<file path="src/rtl/muldiv_pkg.sv">
// Shared types and constants for the HI/LO multiply/divide unit.
package muldiv_pkg;

    // Iterative engine control states.
    typedef enum logic [1:0] {
        ST_IDLE = 2'b00,
        ST_RUN  = 2'b01,
        ST_FIX  = 2'b10
    } state_e;

    // mfE read-select encodings; 2'b01 reads as none.
    localparam logic [1:0] MF_NONE = 2'b00;
    localparam logic [1:0] MF_HI   = 2'b10;
    localparam logic [1:0] MF_LO   = 2'b11;

    // LO value after a divide by zero (all ones, truncated to WIDTH at use).
    localparam logic [63:0] DIV0_LO = '1;

endpackage

</file>
<file path="src/rtl/muldiv_iter.sv">
// Per-iteration datapath: operand magnitudes, one shift-add or restoring
// divide step, and the final sign correction of the accumulated result.
module muldiv_iter
    import muldiv_pkg::*;
#(
    parameter int unsigned WIDTH = 32
) (
    input  logic             op_div,
    input  logic             signed_op,
    input  logic [WIDTH-1:0] src_a,
    input  logic [WIDTH-1:0] src_b,
    output logic [WIDTH-1:0] mag_a_c,
    output logic [WIDTH-1:0] mag_b_c,
    input  logic [WIDTH-1:0] p_hi,
    input  logic [WIDTH-1:0] p_lo,
    input  logic [WIDTH-1:0] m,
    output logic [WIDTH-1:0] step_hi_c,
    output logic [WIDTH-1:0] step_lo_c,
    input  logic             neg_hi,
    input  logic             neg_lo,
    input  logic             div0,
    input  logic [WIDTH-1:0] orig_a,
    output logic [WIDTH-1:0] res_hi_c,
    output logic [WIDTH-1:0] res_lo_c
);

    logic [WIDTH:0]     sum;
    logic [WIDTH:0]     shifted;
    logic [2*WIDTH-1:0] prod;

    // Absolute values of the incoming operands for signed operations.
    always_comb begin
        mag_a_c = (signed_op && src_a[WIDTH-1]) ? -src_a : src_a;
        mag_b_c = (signed_op && src_b[WIDTH-1]) ? -src_b : src_b;
    end

    // One iteration: multiplier bits consumed from p_lo LSB-first (multiply),
    // or dividend bits shifted out of p_lo MSB-first into the remainder (divide).
    always_comb begin
        step_hi_c = p_hi;
        step_lo_c = p_lo;
        sum       = '0;
        shifted   = '0;
        if (op_div) begin
            shifted = {p_hi, p_lo[WIDTH-1]};
            if (shifted >= {1'b0, m}) begin
                step_hi_c = WIDTH'(shifted - {1'b0, m});
                step_lo_c = {p_lo[WIDTH-2:0], 1'b1};
            end else begin
                step_hi_c = shifted[WIDTH-1:0];
                step_lo_c = {p_lo[WIDTH-2:0], 1'b0};
            end
        end else begin
            sum       = {1'b0, p_hi} + {1'b0, (p_lo[0] ? m : '0)};
            step_hi_c = sum[WIDTH:1];
            step_lo_c = {sum[0], p_lo[WIDTH-1:1]};
        end
    end

    // Sign correction and divide-by-zero override applied in the FIX cycle.
    always_comb begin
        prod     = {p_hi, p_lo};
        res_hi_c = p_hi;
        res_lo_c = p_lo;
        if (!op_div) begin
            if (neg_lo) begin
                prod = -prod;
            end
            res_hi_c = prod[2*WIDTH-1:WIDTH];
            res_lo_c = prod[WIDTH-1:0];
        end else if (div0) begin
            res_hi_c = orig_a;
            res_lo_c = WIDTH'(DIV0_LO);
        end else begin
            res_hi_c = neg_hi ? -p_hi : p_hi;
            res_lo_c = neg_lo ? -p_lo : p_lo;
        end
    end

endmodule

</file>
<file path="src/rtl/hilo_muldiv_unit.sv">
// MIPS-style HI/LO multiply/divide unit: FSM, HI/LO registers, read mux, stall.
module hilo_muldiv_unit
    import muldiv_pkg::*;
#(
    parameter int unsigned WIDTH = 32
) (
    input  logic             clk,
    input  logic             reset_n,
    input  logic             start_mult,
    input  logic             start_div,
    input  logic             signed_op,
    input  logic [WIDTH-1:0] SrcAE,
    input  logic [WIDTH-1:0] SrcBE,
    input  logic             mthiE,
    input  logic             mtloE,
    input  logic [WIDTH-1:0] WdataE,
    input  logic [1:0]       mfE,
    output logic [WIDTH-1:0] Out,
    output logic             busy,
    output logic             stallE
);

    localparam int unsigned CNT_W = (WIDTH > 1) ? $clog2(WIDTH) : 1;

    state_e             state;
    state_e             state_nxt;
    logic [CNT_W-1:0]   cnt;
    logic               op_div;
    logic               div0;
    logic               neg_hi;
    logic               neg_lo;
    logic [WIDTH-1:0]   orig_a;
    logic [WIDTH-1:0]   m;
    logic [WIDTH-1:0]   p_hi;
    logic [WIDTH-1:0]   p_lo;
    logic [WIDTH-1:0]   hi;
    logic [WIDTH-1:0]   lo;

    logic               start_any;
    logic               op_div_in;
    logic               accept;
    logic               last_iter;
    logic [WIDTH-1:0]   mag_a;
    logic [WIDTH-1:0]   mag_b;
    logic [WIDTH-1:0]   step_hi;
    logic [WIDTH-1:0]   step_lo;
    logic [WIDTH-1:0]   res_hi;
    logic [WIDTH-1:0]   res_lo;

    // Multiply wins when both starts are raised together.
    assign start_any = start_mult | start_div;
    assign op_div_in = start_div & ~start_mult;
    assign accept    = (state == ST_IDLE) && start_any;
    assign last_iter = (cnt == CNT_W'(WIDTH - 1));

    muldiv_iter #(.WIDTH(WIDTH)) u_iter (
        .op_div    (accept ? op_div_in : op_div),
        .signed_op (signed_op),
        .src_a     (SrcAE),
        .src_b     (SrcBE),
        .mag_a_c   (mag_a),
        .mag_b_c   (mag_b),
        .p_hi      (p_hi),
        .p_lo      (p_lo),
        .m         (m),
        .step_hi_c (step_hi),
        .step_lo_c (step_lo),
        .neg_hi    (neg_hi),
        .neg_lo    (neg_lo),
        .div0      (div0),
        .orig_a    (orig_a),
        .res_hi_c  (res_hi),
        .res_lo_c  (res_lo)
    );

    // State register; busy is registered from the next state.
    always_ff @(posedge clk or negedge reset_n) begin
        if (!reset_n) begin
            state <= ST_IDLE;
            busy  <= 1'b0;
        end else begin
            state <= state_nxt;
            busy  <= (state_nxt != ST_IDLE);
        end
    end

    // Next-state logic: IDLE -> RUN (WIDTH iterations) -> FIX (one cycle) -> IDLE.
    always_comb begin
        state_nxt = state;
        case (state)
            ST_IDLE: if (start_any) state_nxt = ST_RUN;
            ST_RUN:  if (last_iter) state_nxt = ST_FIX;
            ST_FIX:  state_nxt = ST_IDLE;
            default: state_nxt = ST_IDLE;
        endcase
    end

    // Operand capture on accept, then one datapath step per RUN cycle.
    always_ff @(posedge clk or negedge reset_n) begin
        if (!reset_n) begin
            cnt    <= '0;
            op_div <= 1'b0;
            div0   <= 1'b0;
            neg_hi <= 1'b0;
            neg_lo <= 1'b0;
            orig_a <= '0;
            m      <= '0;
            p_hi   <= '0;
            p_lo   <= '0;
        end else if (accept) begin
            cnt    <= '0;
            op_div <= op_div_in;
            div0   <= op_div_in && (SrcBE == '0);
            neg_hi <= signed_op & SrcAE[WIDTH-1];
            neg_lo <= signed_op & (SrcAE[WIDTH-1] ^ SrcBE[WIDTH-1]);
            orig_a <= SrcAE;
            m      <= op_div_in ? mag_b : mag_a;
            p_hi   <= '0;
            p_lo   <= op_div_in ? mag_a : mag_b;
        end else if (state == ST_RUN) begin
            cnt    <= cnt + CNT_W'(1);
            p_hi   <= step_hi;
            p_lo   <= step_lo;
        end
    end

    // HI/LO: result written at the close of FIX; MT writes only while idle.
    always_ff @(posedge clk or negedge reset_n) begin
        if (!reset_n) begin
            hi <= '0;
            lo <= '0;
        end else if (state == ST_FIX) begin
            hi <= res_hi;
            lo <= res_lo;
        end else if (state == ST_IDLE) begin
            if (mthiE) hi <= WdataE;
            if (mtloE) lo <= WdataE;
        end
    end

    // Read mux straight from the registers; no bypass of same-cycle writes.
    always_comb begin
        Out = '0;
        case (mfE)
            MF_HI:   Out = hi;
            MF_LO:   Out = lo;
            default: Out = '0;
        endcase
    end

    assign stallE = busy & (mfE[1] | start_mult | start_div | mthiE | mtloE);

endmodule

</file>
<file path="config.mk">
export PLATFORM = sky130hd
export DESIGN_NAME = hilo_muldiv_unit
export DESIGN_NICKNAME = d
export VERILOG_FILES = /design/src/rtl/muldiv_pkg.sv /design/src/rtl/muldiv_iter.sv /design/src/rtl/hilo_muldiv_unit.sv
export SDC_FILE = /design/constraint.sdc
export NUM_CORES = 1
export LEC_CHECK = 0
export CORE_MARGIN = 2
export CORE_UTILIZATION = 60
export DETAILED_ROUTE_END_ITERATION = 7
export PLACE_DENSITY = 0.9
export SYNTH_ARGS = -nofsm -noshare
export SYNTH_HDL_FRONTEND = slang
export SYNTH_SLANG_ARGS = --single-unit
</file>
<file path="constraint.sdc">
create_clock -name clk -period 4.23 [get_ports clk]
set_input_delay 0.6345 -clock clk [delete_from_list [all_inputs] [get_ports clk]]
set_output_delay 0.6345 -clock clk [all_outputs]
set_load 0.05 [all_outputs]
</file>
== After elaboration in Yosys (flattened, before gate mapping) ==
Cells that the tools add are included.
Word-level totals
  register bits after elaboration: 204
  input bits: 105
  output and inout port bits: 34
Operators by class
  $add $sub $neg: 8
  magnitude comparators: 1
  equality and inequality tests: 5
  multiplexer cells: 33
  bitwise gates (word level): 11
  reduce and logical (&&, ||, !) cells: 13
Operator list (count)
  $mux 32: 24
  $neg 32->32: 4
  $mux 64: 1
  $neg 64->64: 1
  $pmux 32 s2: 1
  $add 32x32->33: 1
  $ge 33x32->1: 1
  $logic_not 32->1: 1
  $sub 32x32->32: 1
  $mux 5: 2
  $reduce_bool 2->1: 5
  $eq 2x2->1 const B: 3
  $add 5x1->5 const B: 1
  $eq 5x5->1 const B: 1
  $or 1x1->1: 5
  $and 1x1->1: 4
  $logic_and 1x1->1: 4
  $mux 2: 2
  $pmux 2 s2: 1
  $reduce_and 2->1: 2
  $eq 2x1->1 const B: 1
  $logic_not 2->1: 1
  $mux 1: 2
  $not 1->1: 1
  $xor 1x1->1: 1

== Longest topological paths before layout ==
Gate-level depths: netlist of the first run.
  depth in word-level cells: 6
  depth in mapped cells: 15
  gate-level depth less buffers: 14

== Modules after synthesis ==
Synthesis of the first run repeated with hierarchy kept, for this count alone.
Unflattened totals
  cell total of the unflattened synthesis: 2335
  area total of the unflattened synthesis: 17939.7 µm²
Modules (own cells, without submodules)
  hilo_muldiv_unit: times used 1, cells each 1010, area each 9626.7 µm², seq. area each 5104.9 µm²
  muldiv_iter: times used 1, cells each 1325, area each 8313.0 µm², seq. area each 0.0 µm²

== Worst setup path after synthesis of the first run ==
Ideal clock, no wire load.
  kind: register to register
  from: register p_hi[1]
  to: register hi[30]
  setup time: 0.078 ns
  arrival: 3.567 ns
  slack: 0.585 ns
  cell stages (with the launch flop): 14
  cell sequence: dfrtp_1 inv_1 ha_1 or3b_2 or3_1 or4_1 clkbuf_1 or3_1 or4_1 nand2_1 xor2_1 o211ai_1 o221ai_1 a21oi_1
On the way
  word-level cells in the longest chain between the ends: 5
RTL lines
  start: declaration: RTL line hilo_muldiv_unit.sv:34  | logic [WIDTH-1:0] p_hi;
  start signal: assignment: RTL line hilo_muldiv_unit.sv:122  | p_hi <= step_hi;
  $neg 32->32: RTL line muldiv_iter.sv:75  | res_hi_c = neg_hi ? -p_hi : p_hi;
  $mux 32: RTL line muldiv_iter.sv:75
  $mux 32: RTL line muldiv_iter.sv:71  | end else if (div0) begin
  $mux 32 (*): RTL line muldiv_iter.sv:65  | if (!op_div) begin
  $mux 32 (*): RTL line hilo_muldiv_unit.sv:132  | end else if (state == ST_FIX) begin
  end signal: assignment: RTL line hilo_muldiv_unit.sv:133  | hi <= res_hi;
  end signal: assignment: RTL line hilo_muldiv_unit.sv:136  | if (mthiE) hi <= WdataE;
  end: declaration: RTL line hilo_muldiv_unit.sv:36  | logic [WIDTH-1:0] hi;
Mark *: on every way between the ends. The rest lies on a longest branch, timed or not.
A chain may end at the register's enable or synchronous reset.

== Worst setup path after layout of the first run ==
  from: register p_lo[0]
  to: register p_hi[24]
On the way
  word-level cells in the longest chain between the ends: 5
RTL lines
  start: declaration: RTL line hilo_muldiv_unit.sv:35  | logic [WIDTH-1:0] p_lo;
  start signal: assignment: RTL line hilo_muldiv_unit.sv:119  | p_lo <= op_div_in ? mag_a : mag_b;
  start signal: assignment: RTL line hilo_muldiv_unit.sv:123  | p_lo <= step_lo;
  $mux 32: RTL line muldiv_iter.sv:54  | sum = {1'b0, p_hi} + {1'b0, (p_lo[0] ? m : '0)};
  $add 32x32->33: RTL line muldiv_iter.sv:54
  $mux 32: RTL line muldiv_iter.sv:44  | if (op_div) begin
  $mux 32: RTL line hilo_muldiv_unit.sv:120  | end else if (state == ST_RUN) begin
  $mux 32: RTL line hilo_muldiv_unit.sv:110  | end else if (accept) begin
Every way passes these cells. The select of a mux whose other input is x is not followed.

==> impl_metrics.csv, run 1 <==
group,metric,value,unit
yosys,postSynthAreaPerCell,7.77,µm²
setup_path,worstSetupPathType,"flip-flop to flip-flop",
power_and_ir_drop,p_seq_share,22.6,%
setup_path,crit_chain,"inv_1 > nor2_1 > ha_1 > a21oi_1 > nand2_1 > a221o_1 > a21oi_1 > o21ai_0 > a21oi_1 > o21ai_0 > a31oi_1 > xor2_1 > o221ai_1",
yosys,synth_edf_count,0,
die,die_h,172,µm
power_and_ir_drop,ir_drop,0.750,mV
global_routing,gr-total-overflow,0,
yosys,synth-compound-area-share,26.5,%
clock_network,cts_resized,0,
yosys,syn-cell-area,16900,µm²
power_and_ir_drop,netSwitchingFraction,51.6,%
timing,post-route-period-util,93.8,%
timing,slew_headroom,12.2,%
global_routing,grt_pass1_vias,16773,
detailed_routing,wl,69900,µm
yosys,synth.distinct_cells,72,
placed_design,gp_congestion,1.03,
placed_design,place_hpwl,52000,µm
yosys,yosys.area_share.simple,19.4,%
yosys,async_reset_ff_share,100,%
timing,finalHoldViolations,0,
setup_path,crit_buf_inv,1,
global_routing,antenna_found_initial,2,
run_status,violations,"DRC",
yosys,synth-main-ff-cell,"dfrtp_1",
power_and_ir_drop,clkPwrFrac,12.9,%
timing,fmax,252,MHz
global_routing,grt_max_degree,112,
timing,setup_tns,0,ns
setup_path,cp_data_required_time,4.61,ns
layout,nNetsFinal,2414,
layout,post_route_cells_drive_above_1_share,6.03,%
run_status,run_status,"complete, but fails checks",
yosys,synth_mux_area_share,3.74,%
timing,worst_pin_slew,1.31,ns
setup_path,crit_arrival,4.35,ns
clock_network,cts_tree,"yes",
setup_path,crit_fanout,10,
layout,area_growth,15.9,%
detailed_routing,dr.pass1.iters,8,
die,die_w,172,µm
setup_path,end_kind,"flip-flop",
yosys,synth_top_family_by_area,"compound AO/OA/AOI/OAI gates",
flow_run,maxCapViolCount,0,
clock_network,cts_hold_buf,0,
setup_path,path_delay_family,"compound AO/OA/AOI/OAI gates",
power_and_ir_drop,power.density,970,nW/µm²
global_routing,grt_pass1_wl,103000,µm
power_and_ir_drop,p_sw,0.00978,W
clock_network,clockRootBuffer,"clkbuf_16",
detailed_routing,drtIter0Drc,2862,
detailed_routing,num_vias,18315,
die,pin_count,139,
setup_path,max_stage_delay,0.38,ns
clock_network,cts-buffers-inserted,24,
power_and_ir_drop,p_comb_share,64.5,%
yosys,seq_area_frac_synth,30.3,%
layout,fin_util,70.5,%
timing,fin_worst_skew,0.0180,ns
timing,slew_violations,0,
setup_path,cp_slowest_cell,"dfrtp_1",
die,initial_core_util,60.8,%
detailed_routing,avgViaCountPerCell,6.96,
timing,rsz0062_at_grt,"false",
setup_path,worstSetupStartpointType,"flip-flop",
power_and_ir_drop,internal_power,0.00917,W
global_routing,grt_use_total,46.7,%
clock_network,cts.clk_slew.worst_paths,0.07,ns
die,dieArea,29400,µm²
yosys,ys_warn_count,0,
hold_path,hp-class,"primary input to asynchronous set/reset pin",
setup_path,cpMostUsedCell,"a21oi_1",
clock_network,post_cts_buffers,0,
timing,setup_viol,0,
yosys,synth-xor-area-share,9.46,%
power_and_ir_drop,p_leak,8.20,nW
clock_network,clkLatencyLatePin,0.55,ns
detailed_routing,ant_nets,0,
clock_network,cts_max_level,1,
layout,diodes,0,
die,fp.coreArea,27700,µm²
placed_design,placement.io_buffers,138,
yosys,synth_fa_ha_area_share,5.43,%
yosys,ys_ff_latch,204,
yosys,syn_nets,2347,
detailed_routing,wl_per_cell,26.6,µm
clock_network,cts_buffer_depth,3,
detailed_routing,drc,6,
die,rows,61,
yosys,syn-instance-count,2170,
timing,fin_crit,3.97,ns
clock_network,clock_sinks,204,
-- worst register-to-register path: stages (launching register included) --
cell and delay [ns]:
dfrtp_1 0.38, inv_1 0.35, nor2_1 0.12, ha_1 0.38
a21oi_1 0.26, nand2_1 0.10, a221o_1 0.35, a21oi_1 0.24
o21ai_0 0.28, a21oi_1 0.33, o21ai_0 0.28, a31oi_1 0.27
xor2_1 0.28, o221ai_1 0.19
-- power groups by stage --
stage,clock network [W],registers (W),logic (W)
after floorplan,0,0.00357,0.00860
after CTS,0.00243,0.00417,0.0119
final,0.00245,0.00429,0.0122
after detailed placement,0,0.00420,0.0117
after global placement,0,0.00414,0.0116
after global routing,0.00251,0.00431,0.0132
-- stage by stage --
stage	total power (W)	setup slack [ns]	std cells	hold WS, ns	area, µm²
5_1_grt	0.0200	0.103	2633	0.272	19500
3_3_place_gp	0.0157	0.433	2589	0.460	18600
4_1_cts	0.0185	0.375	2633	0.245	19500
2_1_floorplan	0.0122	0.585	2170	0.339	16900
6_report	0.0189	0.260	2633	0.181	19500
3_5_place_dp	0.0159	0.392	2589	0.467	18600
-- registers in the layout (all words and copies together), names as in the netlist, 2 cells and up --
signal	count
cnt	5
hi	32
lo	32
m	32
orig_a	32
p_hi	32
p_lo	32
state	2
-- cell type report --
| type | count | area [µm²] |
|---|---|---|
| Clock buffer | 25 | 614 |
| Clock inverter | 19 | 302 |
| Fill cell | 2268 | 8170 |
| Inverter | 65 | 244 |
| Multi-Input combinational cell | 1743 | 10900 |
| Sequential cell | 204 | 5100 |
| Tap cell | 378 | 473 |
| Timing Repair Buffer | 199 | 1880 |
-- layout by cell type (no fill, tap or decap), types with 7 or more instances in the layout --
cell / count
nor2_1: 172
nand4_1: 14
o22a_1: 11
a21o_1: 26
and3_1: 10
xor2_1: 74
o21a_1: 7
and2_1: 13
ha_1: 70
o32a_1: 10
bufinv_16: 7
nand2b_1: 12
nor3_1: 27
clkdlybuf4s50_1: 136
a221oi_1: 9
a22oi_1: 18
xnor2_1: 108
o211ai_1: 12
o22ai_1: 71
a222oi_1: 12
nand2_1: 305
nor2b_1: 45
or4_1: 13
or2_2: 9
buf_4: 58
mux2i_1: 63
a31oi_1: 21
inv_1: 64
or3_1: 19
a21oi_1: 172
nor4_1: 19
o221ai_1: 41
nand3_1: 39
a211oi_1: 11
clkbuf_16: 24
dfrtp_1: 204
o21ai_0: 206
o31ai_1: 19
o41ai_1: 10
-- Yosys cell counts, types with 47 or more instances --
cell / number / area [µm²]
o21ai_0: 207 / 1040
ha_1: 70 / 876
a21oi_1: 173 / 866
nor2b_1: 47 / 294
nand2_1: 306 / 1150
xor2_1: 74 / 648
o22ai_1: 71 / 444
nor2_1: 173 / 649
dfrtp_1: 204 / 5100
inv_1: 64 / 240
xnor2_1: 108 / 946
mux2i_1: 63 / 631
clkbuf_1: 131 / 492
-- worst paths after layout --
check	from	endpoint	slack, ns	cells after the start
min reg2reg	orig_a[7]	orig_a[7]	0.48	2
min in group clk	orig_a[7]	orig_a[7]	0.48	2
max in group asynchronous	reset_n	m[7]	3.07	2
max reg2reg	p_lo[0]	p_hi[24]	0.26	13
min	reset_n	cnt[3]	0.18	1
max	p_lo[0]	p_hi[24]	0.26	13
-- layer usage --
metal | wire (µm) | vias to the layer above | track usage (%)
met3 | 10100 | 287 | 14.7
met4 | 4700 | 2 | 26.1
met2 | 28900 | 1414 | 67.7
met5 | 13 | - | 0
li1 | - | 7981 | -
met1 | 26200 | 8631 | 61.5
-- cells by family (layout without fill, tap and decap cells) --
group / after synthesis / count (layout)
AND/OR/NAND/NOR: 717 / 717
AO/OA/AOI/OAI: 709 / 709
multiplexers: 63 / 63
flip-flops: 204 / 204
buffers and inverters: 223 / 308
adder cells (fa/ha/maj): 72 / 72
XOR/XNOR: 182 / 182
(Power assumes the default switching activity.)
==> inputs of run 2 (changes only) <==
==> constraint.sdc (replaced) <==
create_clock -name clk -period 4.6 [get_ports clk]
set_input_delay 0.69 -clock clk [delete_from_list [all_inputs] [get_ports clk]]
set_output_delay 0.69 -clock clk [all_outputs]
set_load 0.05 [all_outputs]
==> run 2 against run 1 <==
Net effect:
- the run still ends with DRC left
- clock skew is 0.0073 ns higher
- total power decreased by 9.8%
- first-iteration DRC count up 19%
- sequential share of layout area up 0.17 points
- combinational power fell by 9.8%
- critical path depth is 1 higher
- largest cell class unchanged
==> impl_metrics.csv, run 2 (same netlist as run 1, synthesis figures left out) <==
group,metric,value,unit
run_status,run_status,"complete, but fails checks",
run_status,violations,"DRC",
clock_network,cts-buffers-inserted,25,
layout,nNetsFinal,2407,
timing,slew_violations,0,
global_routing,gr-total-overflow,0,
clock_network,cts_max_level,1,
detailed_routing,num_vias,18171,
clock_network,cts.clk_slew.worst_paths,0.06,ns
die,die_h,172,µm
setup_path,crit_fanout,13,
setup_path,worstSetupStartpointType,"flip-flop",
global_routing,grt_pass1_vias,16835,
placed_design,place_hpwl,48900,µm
detailed_routing,drtIter0Drc,3416,
power_and_ir_drop,ir_drop,0.455,mV
setup_path,crit_start,"p_lo[0]",
detailed_routing,wl_per_cell,24.9,µm
timing,finalHoldViolations,0,
power_and_ir_drop,p_comb_share,64.6,%
global_routing,grt_max_degree,100,
timing,post-route-period-util,91.4,%
timing,holdWs,0.233,ns
die,pin_count,139,
flow_run,maxCapViolCount,0,
setup_path,end_kind,"flip-flop",
setup_path,reg2reg_depth,14,
die,die_w,172,µm
layout,area_growth,15.2,%
global_routing,grt_pass1_wl,98500,µm
power_and_ir_drop,p_sw,0.00882,W
timing,rsz0062_at_grt,"false",
power_and_ir_drop,power.density,881,nW/µm²
detailed_routing,drc,1,
placed_design,placement.io_buffers,138,
clock_network,cts_hold_buf,0,
timing,setup_viol,0,
clock_network,clock_sinks,204,
clock_network,clockRootBuffer,"clkbuf_16",
clock_network,post_cts_buffers,0,
setup_path,rr_endpoint,"p_hi[30]",
die,fp.coreArea,27700,µm²
power_and_ir_drop,p_seq_share,23.0,%
power_and_ir_drop,netSwitchingFraction,51.6,%
timing,setup_tns,0,ns
timing,slew_headroom,3.63,%
clock_network,cts_resized,0,
die,rows,61,
global_routing,grt_use_total,43.9,%
placed_design,gp_congestion,1.08,
clock_network,cts_buffer_depth,3,
clock_network,cts_tree,"yes",
setup_path,crit_arrival,4.68,ns
timing,worst_pin_slew,1.44,ns
die,dieArea,29400,µm²
die,initial_core_util,60.8,%
power_and_ir_drop,p_leak,8.14,nW
global_routing,antenna_found_initial,5,
setup_path,r2r-start,"p_lo[0]",
hold_path,hp-class,"primary input to asynchronous set/reset pin",
detailed_routing,avgViaCountPerCell,6.91,
setup_path,cp_data_required_time,5.08,ns
setup_path,r2r_setup_slack,0.40,ns
power_and_ir_drop,internal_power,0.00828,W
timing,fin_crit,4.20,ns
clock_network,clkLatencyLatePin,0.56,ns
timing,fin_worst_skew,0.0253,ns
detailed_routing,ant_nets,0,
timing,fmax,238,MHz
detailed_routing,wl,65500,µm
layout,layout_common_cells,"305 x nand2_1, 206 x o21ai_0, 204 x dfrtp_1, 172 x nor2_1, 172 x a21oi_1",
layout,post_route_cells_drive_above_1_share,5.60,%
power_and_ir_drop,clkPwrFrac,12.4,%
detailed_routing,dr.pass1.iters,7,
layout,final_common_cell,"nand2_1",
setup_path,worstSetupPathType,"flip-flop to flip-flop",
[run 2: cell count changes in the layout (fill, tap and decap cells not counted), moves of 3 or more]
cell       delta
clkbuf_1      +4
clkinv_4      -3
bufinv_16     -3
clkinv_2      +3
buf_4         -6
[run 2: worst max-delay path by stage]
| stage | end | slack (ns) | depth (start not counted) |
|---|---|---|---|
| 2_1_floorplan | hi[30] | 0.96 | 13 |
| 3_3_place_gp | hi[30] | 0.66 | 12 |
| 3_5_place_dp | hi[30] | 0.51 | 12 |
| 4_1_cts | hi[30] | 0.48 | 12 |
| 5_1_grt | hi[30] | 0.23 | 12 |
| 6_report | p_hi[30] | 0.40 | 14 |
[run 2: routing by layer]
layer  vias to the layer above  global-route usage, %  part of all wire (%)
li1                       7973                      -                     -
met1                      8497                   57.2                    37
met2                      1422                   64.6                    42
met3                       273                   14.5                    15
met4                         6                   23.3                   6.2
met5                         -                      0                 0.063
[run 2: per-stage QoR]
step                      cell area, µm²  std cells  setup slack, ns  power, W  utilization [%]
after global routing               19400       2627            0.234    0.0180             70.0
final                              19400       2629            0.398    0.0171             70.0
after global placement             18500       2581            0.663    0.0141             66.9
after CTS                          19400       2627            0.484    0.0166             70.0
after floorplan                    16900       2170            0.955    0.0112                -
after detailed placement           18500       2581            0.507    0.0144             66.9
[run 2: area by class of cell]
cell class / count / area [µm²]
multi-input combinational: 1743 / 10900
fill: 2223 / 8300
sequential: 204 / 5100
timing repair buffer: 191 / 1790
clock buffer: 32 / 682
tap: 378 / 473
inverter: 65 / 244
clock inverter: 14 / 188
antenna: 2 / 5.00
[run 2: worst max-delay path, cell delays in order (launching register included)]
cell	delay, ns
dfrtp_1	0.56
inv_1	0.14
buf_4	0.21
nor2_1	0.12
ha_1	0.30
a21oi_1	0.29
nand2_1	0.09
a221o_1	0.35
a21oi_1	0.23
o21ai_0	0.29
a21oi_1	0.39
o21ai_0	0.33
a311oi_1	0.48
mux2i_1	0.24
a22o_1	0.14
[run 2: power by group through the flow]
| stage | sequential, W | clock (W) | combinational (W) |
|---|---|---|---|
| finish | 0.00393 | 0.00211 | 0.0110 |
| global route | 0.00396 | 0.00218 | 0.0119 |
| CTS | 0.00383 | 0.00211 | 0.0107 |
| detailed placement | 0.00386 | 0 | 0.0106 |
| global placement | 0.00381 | 0 | 0.0103 |
| floorplan | 0.00328 | 0 | 0.00791 |
